$ cat config.mk
export PLATFORM = sky130hd
export DESIGN_NAME = max_unpool_flat
export DESIGN_NICKNAME = d
export VERILOG_FILES = /design/src/rtl/pool_pkg.sv /design/src/rtl/max_unpool_if.sv /design/src/rtl/unpool_regfile.sv /design/src/rtl/max_unpool.sv /design/src/flat_wrapper.sv
export SDC_FILE = /design/constraint.sdc
export NUM_CORES = 1
export LEC_CHECK = 0
export CAP_MARGIN = 30
export CORE_MARGIN = 3
export CORE_UTILIZATION = 33
export DETAILED_ROUTE_END_ITERATION = 8
export PLACE_DENSITY = 0.47
export SKIP_CTS_REPAIR_TIMING = 1
export SYNTH_ARGS = -nofsm -noshare
export SYNTH_HDL_FRONTEND = slang
export SYNTH_HIERARCHICAL = 1
export SYNTH_SLANG_ARGS = --single-unit
$ cat constraint.sdc
create_clock -name clk -period 8.4 [get_ports clk]
set_clock_uncertainty 0.15 [all_clocks]
set_input_delay 2.52 -clock clk [delete_from_list [all_inputs] [get_ports clk]]
set_output_delay 2.52 -clock clk [all_outputs]
set_load 0.03 [all_outputs]
$ cat src/rtl/pool_pkg.sv
// Shared types and constants for the max-pooling / max-unpooling blocks.
package pool_pkg;

    localparam int unsigned DEF_SIZE   = 3;
    localparam int unsigned DEF_DATA_W = 16;

    localparam logic [1:0] HIS_TL = 2'd0;
    localparam logic [1:0] HIS_TR = 2'd1;
    localparam logic [1:0] HIS_BL = 2'd2;
    localparam logic [1:0] HIS_BR = 2'd3;

    typedef enum logic [1:0] {
        CAPTURE = 2'd0,
        GRAD    = 2'd1,
        EXPAND  = 2'd2
    } state_e;

    // Window position code of an unpooled coordinate: {row[0], col[0]}.
    function automatic logic [1:0] his_pos(input logic row_lsb, input logic col_lsb);
        return {row_lsb, col_lsb};
    endfunction

endpackage

$ cat src/rtl/max_unpool_if.sv
// Pooler history, gradient input and unpooled output streams of max_unpool.
interface max_unpool_if
    import pool_pkg::*;
#(
    parameter int unsigned SIZE   = DEF_SIZE,
    parameter int unsigned DATA_W = DEF_DATA_W
);
    localparam int unsigned CRD_W = $clog2(2 * SIZE);

    logic              pl_valid;
    logic [15:0]       pl_addr;
    logic [1:0]        pl_history;
    logic              pl_done;
    logic              grad_valid;
    logic [DATA_W-1:0] grad_in;
    logic              grad_ready;
    logic              out_valid;
    logic              out_ready;
    logic [DATA_W-1:0] out_data;
    logic [CRD_W-1:0]  out_row;
    logic [CRD_W-1:0]  out_col;
    logic              done_up;

    modport master (
        output pl_valid, pl_addr, pl_history, pl_done,
        output grad_valid, grad_in, out_ready,
        input  grad_ready, out_valid, out_data, out_row, out_col, done_up
    );

    modport slave (
        input  pl_valid, pl_addr, pl_history, pl_done,
        input  grad_valid, grad_in, out_ready,
        output grad_ready, out_valid, out_data, out_row, out_col, done_up
    );

endinterface

$ cat src/rtl/unpool_regfile.sv
// Per-window argmax history and gradient storage; two write ports, one async read.
module unpool_regfile
    import pool_pkg::*;
#(
    parameter int unsigned DEPTH  = DEF_SIZE * DEF_SIZE,
    parameter int unsigned DATA_W = DEF_DATA_W,
    parameter int unsigned IDX_W  = $clog2(DEF_SIZE * DEF_SIZE)
) (
    input  logic              clk,
    input  logic              rst,
    input  logic              hist_we_i,
    input  logic [IDX_W-1:0]  hist_waddr_i,
    input  logic [1:0]        hist_wdata_i,
    input  logic              grad_we_i,
    input  logic [IDX_W-1:0]  grad_waddr_i,
    input  logic [DATA_W-1:0] grad_wdata_i,
    input  logic [IDX_W-1:0]  rd_addr_i,
    output logic [1:0]        rd_hist_o,
    output logic [DATA_W-1:0] rd_grad_o
);

    logic [1:0]        hist_q [DEPTH];
    logic [DATA_W-1:0] grad_q [DEPTH];

    always_ff @(posedge clk or posedge rst) begin
        if (rst) begin
            for (int i = 0; i < int'(DEPTH); i++) hist_q[i] <= HIS_TL;
        end else if (hist_we_i) begin
            hist_q[hist_waddr_i] <= hist_wdata_i;
        end
    end

    always_ff @(posedge clk or posedge rst) begin
        if (rst) begin
            for (int i = 0; i < int'(DEPTH); i++) grad_q[i] <= '0;
        end else if (grad_we_i) begin
            grad_q[grad_waddr_i] <= grad_wdata_i;
        end
    end

    assign rd_hist_o = hist_q[rd_addr_i];
    assign rd_grad_o = grad_q[rd_addr_i];

endmodule

$ cat src/rtl/max_unpool.sv
// Max-unpooling: capture pooler argmax history, take SIZE*SIZE gradients,
// then stream the 2*SIZE x 2*SIZE map with each gradient at its max position.
module max_unpool
    import pool_pkg::*;
#(
    parameter int unsigned SIZE   = DEF_SIZE,
    parameter int unsigned DATA_W = DEF_DATA_W
) (
    input  logic         clk,
    input  logic         rst,
    max_unpool_if.slave  bus
);

    localparam int unsigned NPOOL    = SIZE * SIZE;
    localparam int unsigned IDX_W    = (NPOOL > 1) ? $clog2(NPOOL) : 1;
    localparam int unsigned OUT_SIDE = 2 * SIZE;
    localparam int unsigned CRD_W    = $clog2(OUT_SIDE);

    state_e            state_q, state_d;
    logic [IDX_W-1:0]  gidx_q, gidx_d;
    logic [CRD_W-1:0]  orow_q, orow_d;
    logic [CRD_W-1:0]  ocol_q, ocol_d;
    logic              done_up_q, done_up_d;

    logic              hist_we;
    logic              grad_we;
    logic [IDX_W-1:0]  rd_addr;
    logic [1:0]        rd_hist;
    logic [DATA_W-1:0] rd_grad;

    logic              grad_ready_c;
    logic              out_valid_c;
    logic [DATA_W-1:0] out_data_c;
    logic [CRD_W-1:0]  out_row_c;
    logic [CRD_W-1:0]  out_col_c;

    logic grad_last;
    logic ocol_last;
    logic orow_last;

    assign grad_last = (gidx_q == IDX_W'(NPOOL - 1));
    assign ocol_last = (ocol_q == CRD_W'(OUT_SIDE - 1));
    assign orow_last = (orow_q == CRD_W'(OUT_SIDE - 1));

    always_ff @(posedge clk or posedge rst) begin
        if (rst) begin
            state_q   <= CAPTURE;
            gidx_q    <= '0;
            orow_q    <= '0;
            ocol_q    <= '0;
            done_up_q <= 1'b0;
        end else begin
            state_q   <= state_d;
            gidx_q    <= gidx_d;
            orow_q    <= orow_d;
            ocol_q    <= ocol_d;
            done_up_q <= done_up_d;
        end
    end

    // Next state and counter updates.
    always_comb begin
        state_d   = state_q;
        gidx_d    = gidx_q;
        orow_d    = orow_q;
        ocol_d    = ocol_q;
        done_up_d = 1'b0;
        unique case (state_q)
            CAPTURE: begin
                if (bus.pl_done) state_d = GRAD;
            end
            GRAD: begin
                if (bus.grad_valid) begin
                    if (grad_last) begin
                        gidx_d  = '0;
                        orow_d  = '0;
                        ocol_d  = '0;
                        state_d = EXPAND;
                    end else begin
                        gidx_d = gidx_q + IDX_W'(1);
                    end
                end
            end
            EXPAND: begin
                if (bus.out_ready) begin
                    if (ocol_last) begin
                        ocol_d = '0;
                        if (orow_last) begin
                            orow_d    = '0;
                            done_up_d = 1'b1;
                            state_d   = CAPTURE;
                        end else begin
                            orow_d = orow_q + CRD_W'(1);
                        end
                    end else begin
                        ocol_d = ocol_q + CRD_W'(1);
                    end
                end
            end
            default: state_d = CAPTURE;
        endcase
    end

    // Outputs and register-file strobes, all decoded from registered state.
    always_comb begin
        grad_ready_c = 1'b0;
        out_valid_c  = 1'b0;
        out_data_c   = '0;
        out_row_c    = '0;
        out_col_c    = '0;
        hist_we      = 1'b0;
        grad_we      = 1'b0;
        rd_addr      = IDX_W'((32'(orow_q) >> 1) * SIZE + (32'(ocol_q) >> 1));
        unique case (state_q)
            CAPTURE: begin
                hist_we = bus.pl_valid && (32'(bus.pl_addr) < NPOOL);
            end
            GRAD: begin
                grad_ready_c = 1'b1;
                grad_we      = bus.grad_valid;
            end
            EXPAND: begin
                out_valid_c = 1'b1;
                out_row_c   = orow_q;
                out_col_c   = ocol_q;
                if (rd_hist == his_pos(orow_q[0], ocol_q[0])) out_data_c = rd_grad;
            end
            default: ;
        endcase
    end

    unpool_regfile #(
        .DEPTH  (NPOOL),
        .DATA_W (DATA_W),
        .IDX_W  (IDX_W)
    ) u_regfile (
        .clk          (clk),
        .rst          (rst),
        .hist_we_i    (hist_we),
        .hist_waddr_i (IDX_W'(bus.pl_addr)),
        .hist_wdata_i (bus.pl_history),
        .grad_we_i    (grad_we),
        .grad_waddr_i (gidx_q),
        .grad_wdata_i (bus.grad_in),
        .rd_addr_i    (rd_addr),
        .rd_hist_o    (rd_hist),
        .rd_grad_o    (rd_grad)
    );

    assign bus.grad_ready = grad_ready_c;
    assign bus.out_valid  = out_valid_c;
    assign bus.out_data   = out_data_c;
    assign bus.out_row    = out_row_c;
    assign bus.out_col    = out_col_c;
    assign bus.done_up    = done_up_q;

endmodule

$ cat src/flat_wrapper.sv
// flat-port wrapper written by rule: the top's interface ports become plain ports
module max_unpool_flat import pool_pkg::*;
#(
    parameter int unsigned SIZE   = DEF_SIZE,
    parameter int unsigned DATA_W = DEF_DATA_W
)
  (clk, rst, bus_pl_valid, bus_pl_addr, bus_pl_history, bus_pl_done, bus_grad_valid, bus_grad_in, bus_out_ready, bus_grad_ready, bus_out_valid, bus_out_data, bus_out_row, bus_out_col, bus_done_up);
  max_unpool_if #(.SIZE(SIZE), .DATA_W(DATA_W)) bus_i ();
  input  logic clk;
  input  logic rst;
  input wire logic [$bits(bus_i.pl_valid)-1:0] bus_pl_valid;
  input wire logic [$bits(bus_i.pl_addr)-1:0] bus_pl_addr;
  input wire logic [$bits(bus_i.pl_history)-1:0] bus_pl_history;
  input wire logic [$bits(bus_i.pl_done)-1:0] bus_pl_done;
  input wire logic [$bits(bus_i.grad_valid)-1:0] bus_grad_valid;
  input wire logic [$bits(bus_i.grad_in)-1:0] bus_grad_in;
  input wire logic [$bits(bus_i.out_ready)-1:0] bus_out_ready;
  output wire logic [$bits(bus_i.grad_ready)-1:0] bus_grad_ready;
  output wire logic [$bits(bus_i.out_valid)-1:0] bus_out_valid;
  output wire logic [$bits(bus_i.out_data)-1:0] bus_out_data;
  output wire logic [$bits(bus_i.out_row)-1:0] bus_out_row;
  output wire logic [$bits(bus_i.out_col)-1:0] bus_out_col;
  output wire logic [$bits(bus_i.done_up)-1:0] bus_done_up;
  assign bus_i.pl_valid = bus_pl_valid;
  assign bus_i.pl_addr = bus_pl_addr;
  assign bus_i.pl_history = bus_pl_history;
  assign bus_i.pl_done = bus_pl_done;
  assign bus_i.grad_valid = bus_grad_valid;
  assign bus_i.grad_in = bus_grad_in;
  assign bus_i.out_ready = bus_out_ready;
  assign bus_grad_ready = bus_i.grad_ready;
  assign bus_out_valid = bus_i.out_valid;
  assign bus_out_data = bus_i.out_data;
  assign bus_out_row = bus_i.out_row;
  assign bus_out_col = bus_i.out_col;
  assign bus_done_up = bus_i.done_up;
  max_unpool #(.SIZE(SIZE), .DATA_W(DATA_W)) u_core (.clk(clk), .rst(rst), .bus(bus_i));
endmodule
==> flow_summary.yaml, run 1 <==
run_status:
  outcome: "completed"
synthesis:
  ys_async_sr_fraction_pct: 100
  ys_types: 48
  syn_nets: 655
  synth_commonest_cells: "mux2_2, dfrtp_1, nand2_1, nor2_1, o22ai_1"
  yosysMostFrequentCell: "mux2_2"
  synth_area_leaders: "dfrtp_1, mux2_2, mux4_2, o31ai_1, o22ai_1"
  syn_inst: 609
  synth_edf_count: 0
  ys.flop_type: "dfrtp_1"
  syn_area_sq_um: 8460
  yosysTopAreaCellShare_pct: 51.8
  ys_seq_elements: 175
  syn_area_per_cell_sq_um: 13.9
  synth_largest_area_cell: "dfrtp_1"
  ys_seq_area_share_pct: 51.8
  yosys_warnings: 6
cells_and_area:
  syn_to_final_growth_pct: 20.0
  final_nets: 723
  drive_above_1_share_pct: 42.8
  antenna_cells: 0
  instances_no_fill: 1014
sta:
  relSlewSlack_pct: 31.5
  tns_ns: 0
  rsz0062_at_grt: "no"
  period_needed_ns: 7.60
  tightest_slew_ns: 1.02
  finalMaxSlewViolations: 0
  finalHoldViolations: 0
  post-route-period-util_pct: 90.5
  setup_viol_count_final: 0
  fmax_mhz: 132
clocking:
  cts_max_path_buffers: 2
  clkTransAtPathRegs_ns: 0.06
  htreeDepth: 4
  numCtsBuffers: 17
  clockRootBuffer: "clkbuf_16"
  clock_latency_ns: 0.43
  cts_tree: "built"
  cts.sinks: 175
setup_path:
  crit_path_end_kind: "primary output"
  critPathBufInv: 2
  worstSetupPathType: "flop to primary output"
  worst_setup_path_start_kind: "flop"
  crit_slowest_cell: "fa_1"
  path_delay_family: "adder cells"
  crit_path_max_fanout: 16
  reg2reg_depth: 6
  critPathArrivalTime_ns: 4.93
  crit_cells: 10
  crit_required_ns: 5.73
  max_stage_delay_ns: 0.75
  path_cells: "fa_1 > ha_1 > fa_1 > buf_4 > nor2_1 > o31ai_1 > xor2_1 > nor3_4 > and2_2 > clkdlybuf4s50_1"
  path_common_cell: "fa_1"
placement:
  hpwl_mm: 13.4
  post-place-cells: 982
  numPortBuffers: 64
  gp_congestion: 0.783
routing:
  post-route-drc-count: 0
  viasPerCell: 5.19
  vias: 5260
  drt_pre_antenna_iters: 4
  drtIter0Drc: 261
  wire_per_inst_um: 20.7
  ant_nets: 0
  drt-total-wl_mm: 21.0
power_and_ir_drop:
  power_density_nw_per_um2: 328
  total_power_mw: 3.33
  swShare_pct: 29.1
  p_sw_mw: 0.969
  leakagePower_nw: 4.30
  power_frac_seq_pct: 41.9
  ir_drop_mv: 0.120
  internal_power_mw: 2.36
  power.share.combinational_pct: 31.7
  pwr-share-clk_pct: 26.4
global_routing:
  antenna_found_initial: 0
  grt_max_degree: 82
  grt_overflow: 0
  grt_pass1_vias: 5700
  grt_pass1_wl_mm: 33.7
  grt_use_total_pct: 15.6
run:
  drv_cap: 0
floorplanning:
  die_area_sq_um: 27600
  pin_count: 65
  coreArea_sq_um: 24700
  die_w_um: 166
  initial_utilization_pct: 34.2
  rows: 57
  die_h_um: 166
worst_hold_path:
  hp-class: "flop to flop"
  hold_depth: 1
final timing paths:
kind / start / to / slack, ns
max: u_core/orow_q[2] / bus_out_data[8] / 0.80
min: u_core/u_regfile/grad_q[98] / u_core/u_regfile/grad_q[98] / 0.35
max reg2reg: u_core/state_q[1] / u_core/u_regfile/grad_q[48] / 5.74
min reg2reg: u_core/u_regfile/grad_q[98] / u_core/u_regfile/grad_q[98] / 0.35
max in group asynchronous: rst / u_core/u_regfile/grad_q[117] / 4.35
min in group asynchronous: rst / u_core/gidx_q[1] / 2.41
kinds of logic after synthesis:
group                      synth area share, %
AOI/OAI and AO/OA                         4.63
xor gates and xnor gates                 0.207
adders and majority gates                 1.06
buffers and inverters                     2.35
DFF                                       51.8
muxes                                     31.3
and+or+nand+nor                           8.71
metal layers:
metal  track usage [%]  vias to the layer above  routed length, um  part of all wire, %
li1                  -                     2382                  -                    -
met2              25.9                       73              10200                   49
met4              4.52                        0                246                  1.2
met1              21.0                     2789               9860                   47
met5                 0                        -                  0                    0
met3              3.02                       16                625                  3.0
power groups by stage:
stage,Sequential [mW],Clock (mW),Combinational (mW)
final,1.40,0.880,1.05
after global routing,1.44,0.937,1.15
after CTS,1.40,0.899,1.07
after detailed placement,1.41,0,1.07
after global placement,1.39,0,1.05
after floorplan,1.34,0,0.868
metrics by stage:
stage | hold slack, ns | utilization, % | setup WS (ns) | instance area (sq um)
after floorplan | 0.324 | - | 1.35 | 8460
after global placement | 0.331 | 38.2 | 1.26 | 9450
after detailed placement | 0.339 | 38.4 | 1.13 | 9500
after CTS | 0.354 | 41.0 | 0.657 | 10200
after global routing | 0.359 | 41.0 | 0.517 | 10200
final | 0.353 | 41.0 | 0.798 | 10200
cell usage in the layout, fill, tap and decap left out, types with 3 or more instances in the layout:
cell / netlist / routed
nor3b_1: 4 / 4
clkinv_4: 0 / 3
nor3b_4: 3 / 3
nor4_1: 4 / 4
mux2_2: 199 / 199
clkbuf_16: 0 / 17
clkdlybuf4s50_1: 0 / 64
and2_1: 7 / 7
nand2_1: 26 / 26
dfrtp_1: 175 / 175
nand2b_1: 3 / 3
o21ai_0: 7 / 7
inv_1: 8 / 7
and2_2: 13 / 13
bufinv_16: 0 / 5
o22ai_1: 20 / 20
or3_1: 3 / 3
mux4_2: 18 / 18
nand4b_1: 3 / 3
o31ai_1: 19 / 19
nor2_1: 24 / 24
buf_4: 8 / 13
o221ai_1: 3 / 3
nand3b_1: 6 / 6
ha_1: 4 / 3
state kept, by name (all words and copies together), names as in the netlist:
register                 flops
u_core/bus.done_up           1
u_core/state_q               2
u_core/orow_q                3
u_core/gidx_q                4
u_core/u_regfile/grad_q    144
u_core/ocol_q                3
u_core/u_regfile/hist_q     18
layout make-up:
type	instances	area (sq um)
clock buffer	19	443
clock inverter	13	210
fill	2287	14600
inverter	9	38.8
multi-input combinational	395	3880
sequential	175	4380
tap	324	405
timing repair buffer	79	793
worst register-to-register path, cell delays in order, from the launching register on:
cell,delay (ns)
dfrtp_1,0.48
nand3b_4,0.26
inv_2,0.19
nand3b_4,0.14
nor3b_4,0.60
buf_4,0.36
mux2_2,0.37
No activity file was read; power rests on OpenSTA's default activity.
==> run 2, diff against run 1 <==
--- a/config.mk
+++ b/config.mk
@@ -5,7 +5,7 @@
 export SDC_FILE = /design/constraint.sdc
 export NUM_CORES = 1
 export LEC_CHECK = 0
-export CAP_MARGIN = 30
+export CAP_MARGIN = 5
 export CORE_MARGIN = 3
 export CORE_UTILIZATION = 33
 export DETAILED_ROUTE_END_ITERATION = 8
==> flow_summary.yaml, run 2 (synthesized netlist as in run 1, its figures left out) <==
sta:
  tns_ns: 0
  finalMaxSlewViolations: 0
  rsz0062_at_grt: "no"
  period_needed_ns: 7.62
  setup_viol_count_final: 0
  fmax_mhz: 131
  post-route-period-util_pct: 90.7
  finalHoldViolations: 0
  tightest_slew_ns: 1.13
  relSlewSlack_pct: 24.9
floorplanning:
  rows: 57
  pin_count: 65
  die_h_um: 166
  initial_utilization_pct: 34.2
  die_w_um: 166
  coreArea_sq_um: 24700
  die_area_sq_um: 27600
cells_and_area:
  final_cell_mix: "mux2_2, dfrtp_1, clkdlybuf4s50_1"
  largest_register_ffs: 144
  antenna_cells: 0
  layout_commonest_cell: "mux2_2"
  syn_to_final_growth_pct: 19.1
  reg_top3: "u_core/u_regfile/grad_q (144), u_core/u_regfile/hist_q (18), u_core/gidx_q (4)"
  regMostFlops: "u_core/u_regfile/grad_q"
  drive_above_1_share_pct: 42.4
  postLayoutCoreUtil_pct: 40.7
  final_nets: 721
routing:
  ant_nets: 0
  post-route-drc-count: 0
  drt-total-wl_mm: 20.8
  drtIter0Drc: 221
  drt_pre_antenna_iters: 4
  wire_per_inst_um: 20.5
  vias: 5218
  viasPerCell: 5.16
global_routing:
  grt_overflow: 0
  grt_max_degree: 83
  grt_pass1_wl_mm: 33.0
  antenna_found_initial: 0
  grt_pass1_vias: 5668
  grt_use_total_pct: 15.3
setup_path:
  rrSetupSlack_ns: 5.50
  worstSetupPathType: "flop to primary output"
  path_cells: "fa_1 > ha_1 > fa_1 > buf_4 > nor2_1 > o31ai_1 > xor2_1 > nor3_4 > and2_2 > clkdlybuf4s50_1"
  crit_slowest_cell: "nor3_4"
  max_stage_delay_ns: 0.77
  worst_setup_path_start_kind: "flop"
  crit_required_ns: 5.73
  crit_path_max_fanout: 16
  path_common_cell: "fa_1"
  critPathArrivalTime_ns: 4.95
  crit_path_end_kind: "primary output"
placement:
  numPortBuffers: 64
  hpwl_mm: 13.2
  gp_congestion: 0.783
run:
  drv_cap: 0
clocking:
  cts.sinks: 175
  cts_tree: "built"
  numCtsBuffers: 17
  cts_max_path_buffers: 2
  clockRootBuffer: "clkbuf_16"
  clock_latency_ns: 0.42
  clkTransAtPathRegs_ns: 0.07
  htreeDepth: 4
worst_hold_path:
  hp-class: "flop to flop"
power_and_ir_drop:
  power_density_nw_per_um2: 328
  leakagePower_nw: 4.27
  ir_drop_mv: 0.122
  total_power_mw: 3.30
run_status:
  outcome: "completed"
run 2: metal layers:
layer  share of wire, %  global-route usage, %  vias to the layer above
li1                   -                      -                     2372
met1                 46                   19.9                     2756
met2                 50                   26.4                       78
met3                3.0                   3.52                       12
met4               0.82                   3.22                        0
met5                  0                      0                        -
run 2: critical path, delay by kind of cell (launching register included):
kind                     cells  cell delay (ns)
flip-flops                   1             0.50
XOR/XNOR                     1             0.15
buffers and inverters        2             1.00
AND/OR/NAND/NOR              3             1.13
adder cells (fa/ha/maj)      3             1.44
AO/OA/AOI/OAI                1             0.29
run 2: stage by stage:
step                area [sq um]  std cells  setup slack, ns  hold slack (ns)
floorplan                   8460        609             1.35            0.324
global placement            9450        980             1.26            0.331
detailed placement          9450        980             1.17            0.340
CTS                        10100       1011            0.710            0.354
global route               10100       1011            0.537            0.359
finish                     10100       1011            0.782            0.353
run 2: final timing paths:
kind / startpoint / endpoint / cells past startpoint
setup / recovery: u_core/orow_q[2] / bus_out_data[6] / 10
hold / removal: u_core/u_regfile/grad_q[126] / u_core/u_regfile/grad_q[126] / 1
setup reg to reg: u_core/state_q[1] / u_core/u_regfile/grad_q[90] / 5
hold reg to reg: u_core/u_regfile/grad_q[126] / u_core/u_regfile/grad_q[126] / 1
max in group asynchronous: rst / u_core/u_regfile/grad_q[103] / 3
min in group asynchronous: rst / u_core/gidx_q[0] / 2
run 2: power breakdown:
group / switching, mW / total (mW) / leakage, nW / internal (mW)
Combinational: 0.419 / 1.04 / 1.77 / 0.626
Sequential: 0.201 / 1.40 / 2.19 / 1.19
Clock: 0.328 / 0.861 / 0.310 / 0.534
run 2: area by class of cell:
type / count / area [sq um]
flip-flops and latches: 175 / 4380
clock buffers: 20 / 447
clock inverters: 11 / 186
multi-input cells: 395 / 3880
inverters: 9 / 38.8
repair buffers: 77 / 738
well taps: 324 / 405
fillers: 2284 / 14700
